## config.mk

```make
export PLATFORM = sky130hd
export DESIGN_NAME = register_file_flat
export DESIGN_NICKNAME = d
export VERILOG_FILES = /design/src/rtl/register_file_pkg.sv /design/src/rtl/register_file_if.sv /design/src/rtl/register_file_reg_read_port.sv /design/src/rtl/register_file.sv /design/src/flat_wrapper.sv
export SDC_FILE = /design/constraint.sdc
export NUM_CORES = 1
export LEC_CHECK = 0
export ABC_AREA = 1
export CAP_MARGIN = 0
export CORE_MARGIN = 2
export CORE_UTILIZATION = 50
export CTS_BUF_LIST = sky130_fd_sc_hd__clkbuf_2
export DETAILED_ROUTE_END_ITERATION = 10
export PLACE_DENSITY_LB_ADDON = 0.2
export SLEW_MARGIN = 10
export SYNTH_ARGS = -nofsm -noshare
export SYNTH_HDL_FRONTEND = slang
export SYNTH_HIERARCHICAL = 1
export SYNTH_SLANG_ARGS = --single-unit
```

## constraint.sdc

```tcl
create_clock -name clk -period 5.7 [get_ports clk]
set_input_delay 1.14 -clock clk [delete_from_list [all_inputs] [get_ports clk]]
set_output_delay 1.14 -clock clk [all_outputs]
set_load 0.01 [all_outputs]
```

## src/rtl/register_file_pkg.sv

```systemverilog
`default_nettype none
// ============================================================================
// Module      : register_file_pkg
// Description : Processor-wide constants and types shared by the register
//               file, the write-back mux and the ALU.
// Revision    : 1.0 - initial release
// ============================================================================
package register_file_pkg;

  localparam int DATA_WIDTH  = 16;
  localparam int ADDR_WIDTH  = 3;
  localparam int NUM_REGS    = 2 ** ADDR_WIDTH;
  localparam int COUNT_WIDTH = 8;

  localparam logic [ADDR_WIDTH-1:0] ZERO_REG = 3'd0;

  typedef logic [DATA_WIDTH-1:0]                data_t;
  typedef logic [ADDR_WIDTH-1:0]                addr_t;
  typedef logic [COUNT_WIDTH-1:0]               count_t;
  typedef logic [NUM_REGS-1:0][DATA_WIDTH-1:0]  regs_t;

  // R0 is hardwired to zero: it never stores and always reads as 0.
  function automatic logic is_zero_reg(input addr_t idx);
    return (idx == ZERO_REG);
  endfunction

endpackage
`default_nettype wire

```

## src/rtl/register_file_if.sv

```systemverilog
`default_nettype none
// ============================================================================
// Module      : register_file_if
// Description : Write-back and operand-read bundle between the pipeline
//               control/datapath (master) and the register file (slave).
// Revision    : 1.0 - initial release
// ============================================================================
interface register_file_if;
  import register_file_pkg::*;

  logic   reg_write;
  addr_t  write_reg;
  data_t  write_data;
  addr_t  read_reg1;
  addr_t  read_reg2;
  data_t  read_data1;
  data_t  read_data2;
  count_t write_count;

  modport master (
    output reg_write, write_reg, write_data, read_reg1, read_reg2,
    input  read_data1, read_data2, write_count
  );

  modport slave (
    input  reg_write, write_reg, write_data, read_reg1, read_reg2,
    output read_data1, read_data2, write_count
  );

endinterface
`default_nettype wire

```

## src/rtl/register_file_reg_read_port.sv

```systemverilog
`default_nettype none
// ============================================================================
// Module      : reg_read_port
// Description : One combinational read port: R0 zero check, write-through
//               bypass of the value about to commit, then array select.
// Revision    : 1.0 - initial release
// ============================================================================
module reg_read_port
  import register_file_pkg::*;
(
  input  addr_t read_reg_i,
  input  regs_t regs_i,
  input  logic  bypass_en_i,
  input  addr_t write_reg_i,
  input  data_t write_data_i,
  output data_t read_data_o
);

  // Priority: R0 always zero, then the in-flight write, then stored value.
  always_comb begin
    read_data_o = '0;
    if (is_zero_reg(read_reg_i)) begin
      read_data_o = '0;
    end else if (bypass_en_i && (read_reg_i == write_reg_i)) begin
      read_data_o = write_data_i;
    end else begin
      read_data_o = regs_i[read_reg_i];
    end
  end

endmodule
`default_nettype wire

```

## src/rtl/register_file.sv

```systemverilog
`default_nettype none
// ============================================================================
// Module      : register_file
// Description : 8 x 16-bit register file with hardwired-zero R0, two
//               combinational read ports with write-through bypass, and a
//               wrapping count of committed writes.
// Revision    : 1.0 - initial release
// ============================================================================
module register_file
  import register_file_pkg::*;
(
  input  logic            clk,
  input  logic            rst,
  register_file_if.slave  bus
);

  regs_t  regs_q;
  regs_t  regs_d;
  count_t write_count_q;
  count_t write_count_d;

  logic   commit_en;
  logic   bypass_en;
  data_t  read_data1;
  data_t  read_data2;

  // Writes to R0 are discarded and do not count as committed.
  assign commit_en = bus.reg_write && !is_zero_reg(bus.write_reg);

  // Storage is held cleared during reset, so the bypass must be too;
  // otherwise a write asserted during reset would leak onto the outputs.
  assign bypass_en = commit_en && !rst;

  // Next-state for storage and write counter.
  always_comb begin
    regs_d        = regs_q;
    write_count_d = write_count_q;
    if (commit_en) begin
      regs_d[bus.write_reg] = bus.write_data;
      write_count_d         = write_count_q + COUNT_WIDTH'(1);
    end
    regs_d[ZERO_REG] = '0;
  end

  // State register; reset clears everything without waiting for clk.
  always_ff @(posedge clk or posedge rst) begin
    if (rst) begin
      regs_q        <= '0;
      write_count_q <= '0;
    end else begin
      regs_q        <= regs_d;
      write_count_q <= write_count_d;
    end
  end

  reg_read_port u_read_port1 (
    .read_reg_i   (bus.read_reg1),
    .regs_i       (regs_q),
    .bypass_en_i  (bypass_en),
    .write_reg_i  (bus.write_reg),
    .write_data_i (bus.write_data),
    .read_data_o  (read_data1)
  );

  reg_read_port u_read_port2 (
    .read_reg_i   (bus.read_reg2),
    .regs_i       (regs_q),
    .bypass_en_i  (bypass_en),
    .write_reg_i  (bus.write_reg),
    .write_data_i (bus.write_data),
    .read_data_o  (read_data2)
  );

  assign bus.read_data1  = read_data1;
  assign bus.read_data2  = read_data2;
  assign bus.write_count = write_count_q;

endmodule
`default_nettype wire

```

## src/flat_wrapper.sv

```systemverilog
// flat-port wrapper written by rule: the top's interface ports become plain ports
module register_file_flat import register_file_pkg::*;
  (clk, rst, bus_reg_write, bus_write_reg, bus_write_data, bus_read_reg1, bus_read_reg2, bus_read_data1, bus_read_data2, bus_write_count);
  register_file_if bus_i ();
  input  logic clk;
  input  logic rst;
  input wire logic [$bits(bus_i.reg_write)-1:0] bus_reg_write;
  input wire logic [$bits(bus_i.write_reg)-1:0] bus_write_reg;
  input wire logic [$bits(bus_i.write_data)-1:0] bus_write_data;
  input wire logic [$bits(bus_i.read_reg1)-1:0] bus_read_reg1;
  input wire logic [$bits(bus_i.read_reg2)-1:0] bus_read_reg2;
  output wire logic [$bits(bus_i.read_data1)-1:0] bus_read_data1;
  output wire logic [$bits(bus_i.read_data2)-1:0] bus_read_data2;
  output wire logic [$bits(bus_i.write_count)-1:0] bus_write_count;
  assign bus_i.reg_write = bus_reg_write;
  assign bus_i.write_reg = bus_write_reg;
  assign bus_i.write_data = bus_write_data;
  assign bus_i.read_reg1 = bus_read_reg1;
  assign bus_i.read_reg2 = bus_read_reg2;
  assign bus_read_data1 = bus_i.read_data1;
  assign bus_read_data2 = bus_i.read_data2;
  assign bus_write_count = bus_i.write_count;
  register_file u_core (.clk(clk), .rst(rst), .bus(bus_i));
endmodule
```

=== Word-level counts from Yosys, hierarchy flattened ===
Cells that the tools add are included.

* Equal/unequal tests: 2
* Order comparisons: 4
* $add $sub $neg: 1
* Mux-type cells: 11
* Reduce and logical (&&, ||, !) cells: 10

{| class="wikitable"
|+ Operator list
! operator !! count
|-
| $bwmux 128 || 1
|-
| $mux 16 || 7
|-
| $bmux 16 s3 || 2
|-
| $demux 16 s3 || 1
|-
| $lt 3x4->1 const B || 3
|-
| $logic_not 3->1 || 3
|-
| $add 8x1->8 const B || 1
|-
| $eq 3x3->1 || 2
|-
| $logic_and 1x1->1 || 5
|-
| $ge 3x1->1 const B || 1
|-
| $logic_not 1->1 || 2
|}

* Bits in registers: 120
* Output and inout bits: 40
* Word-level logic and storage cells: 36
* Bits of input ports: 28

=== Logic depth before layout (Yosys ltp) ===
Gate-level depths: netlist of run 1.

* Word-level depth: 7
* Mapped depth: 11
* Depth with buffers taken out: 10

=== Cells and area by module ===
The synthesis of run 1 kept the hierarchy.

{| class="wikitable"
|+ Modules (own cells, without submodules)
! module !! cells an instance !! area an instance (µm²) !! times used
|-
| register_file || 444 || 4485.6 || 1
|-
| reg_read_port || 367 || 1649.1 || 2
|}

=== Worst setup path after synthesis of run 1 ===
No wires, ideal clock.

* Path kind: input-to-output
* Start: input bus_write_reg[1]
* End: output bus_read_data1[10]
* Data required time: 4.560 ns
* Slack: 2.304 ns
* Path buffers: 1
* Stages on the path: 11
* Arrival: 2.256 ns
* Cells stage by stage: nor2_1 nand2_1 nand2_1 nor2_1 nand2_2 nor2_8 nand2_4 buf_6 nand2_1 nor2_1 nor2_2

* Word-level cells in the longest chain between the ends: 7
* Elaborated cells on any way between the ends: 8

{| class="wikitable"
|+ Ends and longest elaborated chain
! element !! RTL line !! text
|-
| start, declared || flat_wrapper.sv:8 || <nowiki>input wire logic [$bits(bus_i.write_reg)-1:0] bus_write_reg;</nowiki>
|-
| $logic_not 3->1 || register_file_pkg.sv:24 || <nowiki>return (idx == ZERO_REG);</nowiki>
|-
| $logic_not 1->1 || register_file.sv:28 || <nowiki>assign commit_en = bus.reg_write && !is_zero_reg(bus.write_reg);</nowiki>
|-
| $logic_and 1x1->1 || register_file.sv:28 ||
|-
| $logic_and 1x1->1 || register_file.sv:32 || <nowiki>assign bypass_en = commit_en && !rst;</nowiki>
|-
| net u_core.bypass_en || register_file.sv:23 || <nowiki>logic bypass_en;</nowiki>
|-
| $logic_and 1x1->1 || register_file_reg_read_port.sv:24 || <nowiki>end else if (bypass_en_i && (read_reg_i == write_reg_i)) begin</nowiki>
|-
| $mux 16 || register_file_reg_read_port.sv:24 ||
|-
| $mux 16 || register_file_reg_read_port.sv:22 || <nowiki>if (is_zero_reg(read_reg_i)) begin</nowiki>
|-
| end, declared || flat_wrapper.sv:12 || <nowiki>output wire logic [$bits(bus_i.read_data1)-1:0] bus_read_data1;</nowiki>
|}

The timed path passes the listed nets, and every way through them passes these cells.

=== Worst setup path after layout of run 1 ===
* Start: input bus_write_reg[2]
* End: output bus_read_data1[14]

Same word-level chain as after synthesis.

==> metrics, run 1 <==
Num CTS Buffers 17; CP endpoint kind primary output; max_cap viols 0; max frequency ~0.19 GHz; top sig layer met4; Setup crit start kind input pin; first-pass GRT wire length 39100 microns; Die W 128.8 microns; Post-DRT Antenna Nets 0; Hold Path Class register to register; root buffer cell clkbuf_2; critical path type input pin to primary output; Post-DP Area 0.008508 sq mm; vias in the first global route 7424; CP arrival 4030 ps; post-cts sizing count 0; vias per std cell 5.572; IO Port Bufs 67; Top cell by count, worst path nor2_1; antenna violations before repair 1; Reg area ~0.003 sq mm; Fillers about 1500; synth warn 6; post-synthesis cell area 0.007784 sq mm; pwr/cell area slightly below 300 mW/mm^2; 1st-pass router iterations 7; number of max-slew violations in the final report 0; Synth top area share 0.3858; M1 wire length 10420 microns; DRC errors left 0; clock sinks 120; final setup violation count 0; CP max-delay cell clkdlybuf4s50_1; Max VDD drop 213.4 uV; leakage power 4.447 nW; routed wl met2 11380 microns; Fin Setup TNS 0 ps; CP Max Fanout 17; met3 routed WL 2153 microns; effective utilization at floorplan 0.5120; initial drt markers 855; Area Overhead vs Synth 13.04%; FP Rows 45; grt total ovfl 0; vias post-DR 7984; hold wc startpoint u_core/bus.write_count[7]; GP Congestion 0.8271; Post-Route WL 24510 microns; status finished, final reports clean; commonest non-fill, non-tap cell in the layout nand2_1; share of cells above drive strength 1 0.07476; Multi-input gate area ~0.0044 sq mm; most frequent cells in the layout 503 x nand2_1, 164 x nand3_1, 120 x dfrtp_1; RR Startpoint u_core/bus.write_count[0]; CP Cell Sequence clkdlybuf4s50_1 -> nor2_1 -> nand2_1 -> nand2_1 -> nor2_1 -> nand2_2 -> nor2_8 -> nand2_4 -> nand2_1 -> nor2_1 -> nor2_1 -> clkdlybuf4s50_1; Final Instance Area roughly 0.009 sq mm; clk_lat worst skew 690 ps; Worst EP required 4560 ps; Synth area leader dfrtp_1; All-Layer GR Usage 0.3040; DP Wirelength 14340 microns; fin crit share 0.9063; crit path launch bus_write_reg[2]; synth top area cells dfrtp_1 39%, nand2_1 24%, nand3_1 11%, o21ai_0 6.2%, nor2_1 4.1%; Core Region 0.01520 sq mm; Reg clk slew, reported paths 190 ps; sequential fraction of the synthesis area 0.3858; unrepaired setup endpoints after global routing false; largest net degree at the start of global routing 83; post-synth cell types 26; Post-CTS Setup Repair Bufs 0; Longest Clk Path Bufs 2; Rel. slew slack 0.2059; register bit total from synthesis 120; CTS tree done; IO Count 68; critical path's largest stage delay 630 ps; Clock Skews between 3 and 4 ps; drt wl/cell 17.10 microns; Final nets between 1000 and 1500; Post-CTS Hold Fix Bufs 0; Total Die Area 0.01658 sq mm; Mean Syn Cell Area 6.608 sq um; die height 128.8 microns; slew at the pin closest to its max-slew limit about 1200 ps; Post-Syn Instances 1178; H-tree depth 4; Tmin final around 5200 ps; Final Hold Fails 0
[flip-flops by register name (all words and copies together), names as in the netlist]
signal and flops:
u_core/regs_q 112, u_core/bus.write_count 8
[power by group]
part	switching (mW)	internal, mW
combinational	0.415	0.321
clock	0.354	0.295
sequential	0.143	1.02
total	0.912	1.63
[cell usage after synthesis]
library cell / instances
a21oi_2: 1
clkbuf_1: 18
nor3_4: 1
nand3_1: 164
buf_4: 8
a21oi_1: 2
nand2_4: 2
inv_4: 2
inv_2: 2
conb_1: 1
inv_1: 31
nor2_8: 2
xnor2_1: 4
nor2_4: 2
ha_1: 1
buf_6: 2
nor2_2: 21
buf_1: 2
o21a_1: 16
o21ai_0: 97
nand2_2: 8
nand3b_1: 34
nand2_1: 503
buf_2: 49
nor2_1: 85
dfrtp_1: 120
[layout make-up]
class	count	share of cell area
multi-input cells	975	0.4953
flip-flops and latches	120	0.3413
repair buffers	82	0.08788
well taps	188	0.02673
clock inverters	14	0.02247
inverters	35	0.01578
clock buffers	18	0.01024
diodes	1	0.0002844
[stage by stage]
step,utilization,hold WS [ps],instances,power (mW),worst slack (ps)
after floorplan,-,474.0,1209,1.640,1374
after global placement,0.5597,481.5,1400,1.888,629.7
after detailed placement,0.5597,488.7,1400,1.906,582.6
after CTS,0.5786,532.7,1432,2.552,586.0
after global routing,0.5788,560.3,1433,2.708,385.0
final,0.5788,523.0,1433,2.547,533.8
[cells by family (layout without fill, tap and decap cells)]
family,Yosys count,after routing,synth area share
AOI/OAI and AO/OA,116,116,0.08021
xor gates and xnor gates,4,4,0.004500
adders and majority gates,1,1,0.001607
buffers and inverters,114,149,0.06928
DFF,120,120,0.3858
other,1,33,0.0004818
and+or+nand+nor,822,822,0.4581
[routing by layer]
metal | GRT usage | vias to the layer above
li1 | - | 3846
met3 | 0.06403 | 52
met2 | 0.4902 | 399
met1 | 0.4079 | 3687
met5 | 0 | -
met4 | 0.1074 | 0
[worst paths after layout]
kind	slack (ps)	endpoint	depth (start not counted)
max	530	bus_read_data1[14]	12
min	520	u_core/bus.write_count[7]	2
max reg2reg	4490	u_core/bus.write_count[6]	6
min reg2reg	520	u_core/bus.write_count[7]	2
max in group asynchronous	3460	u_core/regs_q[21]	3
min in group asynchronous	1030	u_core/bus.write_count[5]	2
[critical path: cells and delay by family]
| family | cells | cell delay (ps) |
|---|---|---|
| buffers and inverters | 2 | 1210 |
| and+or+nand+nor | 10 | 1660 |
Note: power is estimated with default switching activity, not from simulation.
==> run 2: changes to the inputs <==
CELL_PAD_IN_SITES_DETAIL_PLACEMENT = 1   (was default)
CELL_PAD_IN_SITES_GLOBAL_PLACEMENT = 2   (was default)
CORE_UTILIZATION = 33   (was 50)
==> run 2 against run 1 <==
  * Maximum frequency fell by 2.4%
  * Final cell count grew 9.8%
  * Final area rose by 2.4%
  * Global-route usage down 4.6 points
  * Clock-buffer cell count is 1 higher
==> metrics, run 2 (synthesized netlist as in run 1, its figures left out) <==
initial drt markers 370 (-57%); max frequency 0.1890 GHz (-2.4%); Num CTS Buffers 17 (unchanged); Max VDD drop 171.1 uV (-20%); Hold Path Class register to register; commonest non-fill, non-tap cell in the layout nand2_1; H-tree depth 4 (unchanged); vias in the first global route 8292 (+12%); effective utilization at floorplan 0.3336 (-0.1784); combinational power share 0.296 (+0.007); Rel. slew slack 0.3475 (+0.1416); first-pass GRT wire length 47800 microns (+22%); Post-DRT Antenna Nets 0 (unchanged); Core Region 0.02333 sq mm (+53%); unrepaired setup endpoints after global routing false; IO Port Bufs 67 (unchanged); Reg clk slew, reported paths 200 ps (about the same); Longest Clk Path Bufs 2 (unchanged); Die W 157.6 microns (+22%); Sw Share 0.3646 (+0.006441); CP arrival 4150 ps (+120 ps); grt total ovfl 0 (unchanged); max reg flops 112 (unchanged); post-cts sizing count 0 (unchanged); DRC errors left 0 (unchanged); largest net degree at the start of global routing 72 (-13%); Final nets 1269 (+0.71%); final setup violation count 0 (unchanged); Setup crit start kind input pin; clk_lat worst skew 700 ps (about the same); Internal 1.633 mW (-0.14%); GP Congestion 0.7572 (-8.5%); DP Wirelength 18190 microns (+27%); clock sinks 120 (unchanged); slew at the pin closest to its max-slew limit 978.7 ps (-209.5 ps); Post-Route WL 30400 microns (+24%); status finished, final reports clean; CP endpoint kind primary output; Total Die Area 0.02483 sq mm (+50%); vias per std cell 5.044 (-9.5%); max_cap viols 0 (unchanged); root buffer cell clkbuf_2; post-layout util 0.3862 (-0.1926); antenna violations before repair 1 (unchanged); vias post-DR 7934 (-0.63%); IO Count 68 (unchanged); fin crit share 0.9283 (+0.02192); Clock power frac 0.251 (-0.004); CTS tree done; FP Rows 56 (+24%); NetSw 936.8 uW (+2.7%); number of max-slew violations in the final report 0 (unchanged); Area Overhead vs Synth 15.77%; Fin Setup TNS 0 ps (unchanged); Post-CTS Setup Repair Bufs 0 (unchanged); Worst EP required 4560 ps (about the same); Final Hold Fails 0 (unchanged); Final Instance Area 0.009011 sq mm (+2.4%); worst reg2reg path depth 6 (unchanged); critical path type input pin to primary output; hold depth 2 (unchanged); Clock Skews 1.052 ps (-2.204 ps); Biggest register u_core/regs_q; share of cells above drive strength 1 0.08300 (+0.008242); All-Layer GR Usage 0.2582 (-0.04584); leakage power 4.482 nW (+0.78%); Post-CTS Hold Fix Bufs 0 (unchanged); Post-DP Area 0.008735 sq mm (+2.7%); sequential power share 0.453 (-0.003); drt wl/cell 19.33 microns (+13%); 1st-pass router iterations 7 (unchanged); pwr/cell area 285.1 mW/mm^2 (-1.5%); Tmin final 5291 ps (+124.9 ps); most frequent cells in the layout 503 x nand2_1, 163 x nand3_1, 120 x dfrtp_1; CP Max Fanout 17 (unchanged); die height 157.6 microns (+22%)
run 2: layer usage:
metal | share of wire | track usage | up-vias
met5 | 0 | 0 | -
met4 | 0.024 | 0.07403 | 0
met3 | 0.037 | 0.03832 | 43
met2 | 0.48 | 0.4473 | 170
met1 | 0.46 | 0.3347 | 3863
li1 | - | - | 3858
run 2: power groups by stage:
stage | Clock [mW] | Sequential [mW] | Combinational (mW)
floorplan | 0 | 1.15 | 0.487
global placement | 0 | 1.18 | 0.749
detailed placement | 0 | 1.18 | 0.765
CTS | 0.666 | 1.16 | 0.768
global route | 0.697 | 1.19 | 0.862
finish | 0.645 | 1.16 | 0.759
run 2: path summary, 6_finish.rpt:
check	to	slack (ps)	startpoint
setup / recovery	bus_read_data2[3]	410	bus_write_reg[1]
min in group asynchronous	u_core/regs_q[30]	1020	rst
setup reg to reg	u_core/bus.write_count[6]	4480	u_core/bus.write_count[0]
hold / removal	u_core/regs_q[56]	540	u_core/regs_q[56]
hold reg to reg	u_core/regs_q[56]	540	u_core/regs_q[56]
max in group asynchronous	u_core/regs_q[55]	3700	rst
run 2: critical path, stage by stage:
cell and delay [ps]:
clkdlybuf4s50_1 640, nor2_1 130, nand2_1 70, nand2_1 150
nor2_1 250, nand2_2 130, nor2_8 390, nand2_4 310
nand2_1 150, nor2_1 50, nor2_1 160, clkdlybuf4s50_1 570
run 2: cell type report:
cell class                      instances  area (sq um)
Fill cell                            3042         14320
Multi-Input combinational cell        975          4363
Sequential cell                       120          3003
Timing Repair Buffer                   91         830.8
Tap cell                              319         399.1
Clock inverter                         13         178.9
Inverter                               35         138.9
Clock buffer                           19         95.09
Antenna cell                            1         2.502
run 2: per-stage QoR:
stage / power, mW / setup slack [ps] / hold slack, ps / cells
after detailed placement: 1.945 / 414.6 / 497.8 / 1540
after floorplan: 1.640 / 1374 / 474.0 / 1209
after CTS: 2.598 / 411.4 / 538.3 / 1572
after global routing: 2.752 / 191.3 / 558.6 / 1573
after global placement: 1.927 / 522.4 / 481.4 / 1540
final: 2.569 / 408.9 / 536.9 / 1573
==> run 3: changes to the inputs <==
CORE_UTILIZATION = 36   (was 33)
clock period = 6.7 ns   (was 5.7 ns; I/O delays follow)
==> run 3 against run 2 <==
  * Sequential cell count is the same
  * First-iteration DRC count grew 38%
  * Final area shrank 2.1%
  * Critical path type unchanged
  * Power shrank 21%
  * Register-to-register slack gained 1000 ps
  * Clock power shrank 39%
  * Combinational power shrank 16%
  * Final cell count shrank 3.1%
  * Via count shrank 0.38%
  * Critical path depth is the same
  * Setup slack gained 580 ps
  * Hold slack lost 4.2 ps
==> metrics, run 3 (synthesized netlist as in run 1, its figures left out) <==
vias post-DR 7904 (-0.38%); 1st-pass router iterations 5 (-2); share of cells above drive strength 1 0.07772 (-0.005276); status finished, final reports clean; vias per std cell 5.183 (+2.8%); Reg clk slew, reported paths 160 ps (-40 ps); Die W 151.0 microns (-4.2%); Post-CTS Hold Fix Bufs 0 (unchanged); most frequent cells in the layout 503 x nand2_1, 163 x nand3_1, 120 x dfrtp_1; pre-CTS WS 1020 ps (+605.6 ps); largest net degree at the start of global routing 80 (+11%); Area Overhead vs Synth 13.39%; die height 151.0 microns (-4.2%); Rel. slew slack 0.3055 (-0.04204); CP endpoint kind primary output; DP Wirelength 17890 microns (-1.7%); clock sinks 120 (unchanged); total power draw 2.027 mW (-21%); drt wl/cell 19.21 microns (-0.59%); Post-Route WL 29300 microns (-3.6%); Final Instance Area 0.008826 sq mm (-2.1%); max frequency 0.1750 GHz; Tmin final 5713 ps; fin crit share 0.8527; final setup violation count 0 (unchanged); Total Die Area 0.02281 sq mm (-8.1%); Fin Setup TNS 0 ps (unchanged); root buffer cell clkbuf_2; CP arrival 4370 ps (+220 ps); pwr/cell area 229.7 mW/mm^2 (-19%); IO Port Bufs 67 (unchanged); Longest Clk Path Bufs 2 (unchanged); commonest non-fill, non-tap cell in the layout nand2_1; post-cts sizing count 0 (unchanged); max_cap viols 0 (unchanged); DRC errors left 0 (unchanged); All-Layer GR Usage 0.2685 (+0.01030); unrepaired setup endpoints after global routing false; H-tree depth 4 (unchanged); Post-DRT Antenna Nets 0 (unchanged); CP Max Fanout 17 (unchanged); grt total ovfl 0 (unchanged); Final nets 1264 (-0.39%); IO Count 68 (unchanged); Num CTS Buffers 17 (unchanged); GP Congestion 0.7951 (+5.0%); max reg flops 112 (unchanged); Core Region 0.02115 sq mm (-9.3%); Post-CTS Setup Repair Bufs 0 (unchanged); placed cells 1491 (-3.2%); initial drt markers 509 (+38%); Final Hold Fails 0 (unchanged); leakage power 4.401 nW (-1.8%); number of max-slew violations in the final report 0 (unchanged); Setup crit start kind input pin; worst reg-to-reg setup slack 5500 ps (+1020 ps); critical path type input pin to primary output; first-pass GRT wire length 45670 microns (-4.4%); slew at the pin closest to its max-slew limit 1042 ps (+63.07 ps); Clock Skews 17.47 ps (+16.41 ps); CTS tree done; Post-DP Area 0.008642 sq mm (-1.1%); effective utilization at floorplan 0.3680 (+0.03435); Final WS setup 987.1 ps (+578.2 ps); clk_lat worst skew 710 ps (about the same); antenna violations before repair 1 (unchanged); Biggest register u_core/regs_q; FP Rows 53 (-5.4%); final non-filler cell total 1525 (-3.1%); Worst EP required 5360 ps (+800 ps); Hold Path Class register to register; Max VDD drop 124.0 uV (-28%); vias in the first global route 7960 (-4.0%)
[run 3: area by class of cell]
cell class | instances | area [sq um]
well taps | 275 | 344.1
flip-flops and latches | 120 | 3003
fillers | 2803 | 12330
inverters | 35 | 138.9
clock buffers | 19 | 95.09
repair buffers | 86 | 793.3
clock inverters | 13 | 83.83
multi-input cells | 975 | 4363
diodes | 2 | 5.005
[run 3: routing by layer]
| layer | up-vias | wire length [microns] | track usage | share of wire |
|---|---|---|---|---|
| met5 | - | 0 | 0 | 0 |
| met4 | 0 | 516 | 0.08224 | 0.018 |
| met3 | 39 | 1260 | 0.04187 | 0.043 |
| met2 | 189 | 13830 | 0.4414 | 0.47 |
| met1 | 3825 | 13690 | 0.3648 | 0.47 |
| li1 | 3851 | - | - | - |
[run 3: final timing paths]
kind                                              to                      start  cells past startpoint
setup / recovery                  bus_read_data1[14]           bus_write_reg[2]                     12
hold / removal                    u_core/regs_q[121]         u_core/regs_q[121]                      1
setup reg to reg           u_core/bus.write_count[6]  u_core/bus.write_count[0]                      6
hold reg to reg                   u_core/regs_q[121]         u_core/regs_q[121]                      1
max in group asynchronous          u_core/regs_q[77]                        rst                      3
min in group asynchronous          u_core/regs_q[64]                        rst                      2
[run 3: worst max-delay path, stage by stage]
cell and delay [ps]:
clkdlybuf4s50_1 690, nor2_1 140, nand2_1 90, nand2_1 180, nor2_1 230, nand2_2 120
nor2_8 310, nand2_4 260, nand2_1 150, nor2_1 50, nor2_1 200, clkdlybuf4s50_1 590
[run 3: through the flow]
step / hold slack (ps) / util
floorplan: 474.0 / -
global placement: 487.6 / 0.4085
detailed placement: 495.7 / 0.4085
CTS: 536.2 / 0.4170
global route: 558.1 / 0.4172
finish: 532.6 / 0.4172
[run 3: report_power, final]
group	total, mW	switching (mW)	leakage [nW]	internal [mW]
clock	0.395	0.301	0.101	0.0938
sequential	0.992	0.125	1.49	0.867
combinational	0.640	0.367	2.81	0.274
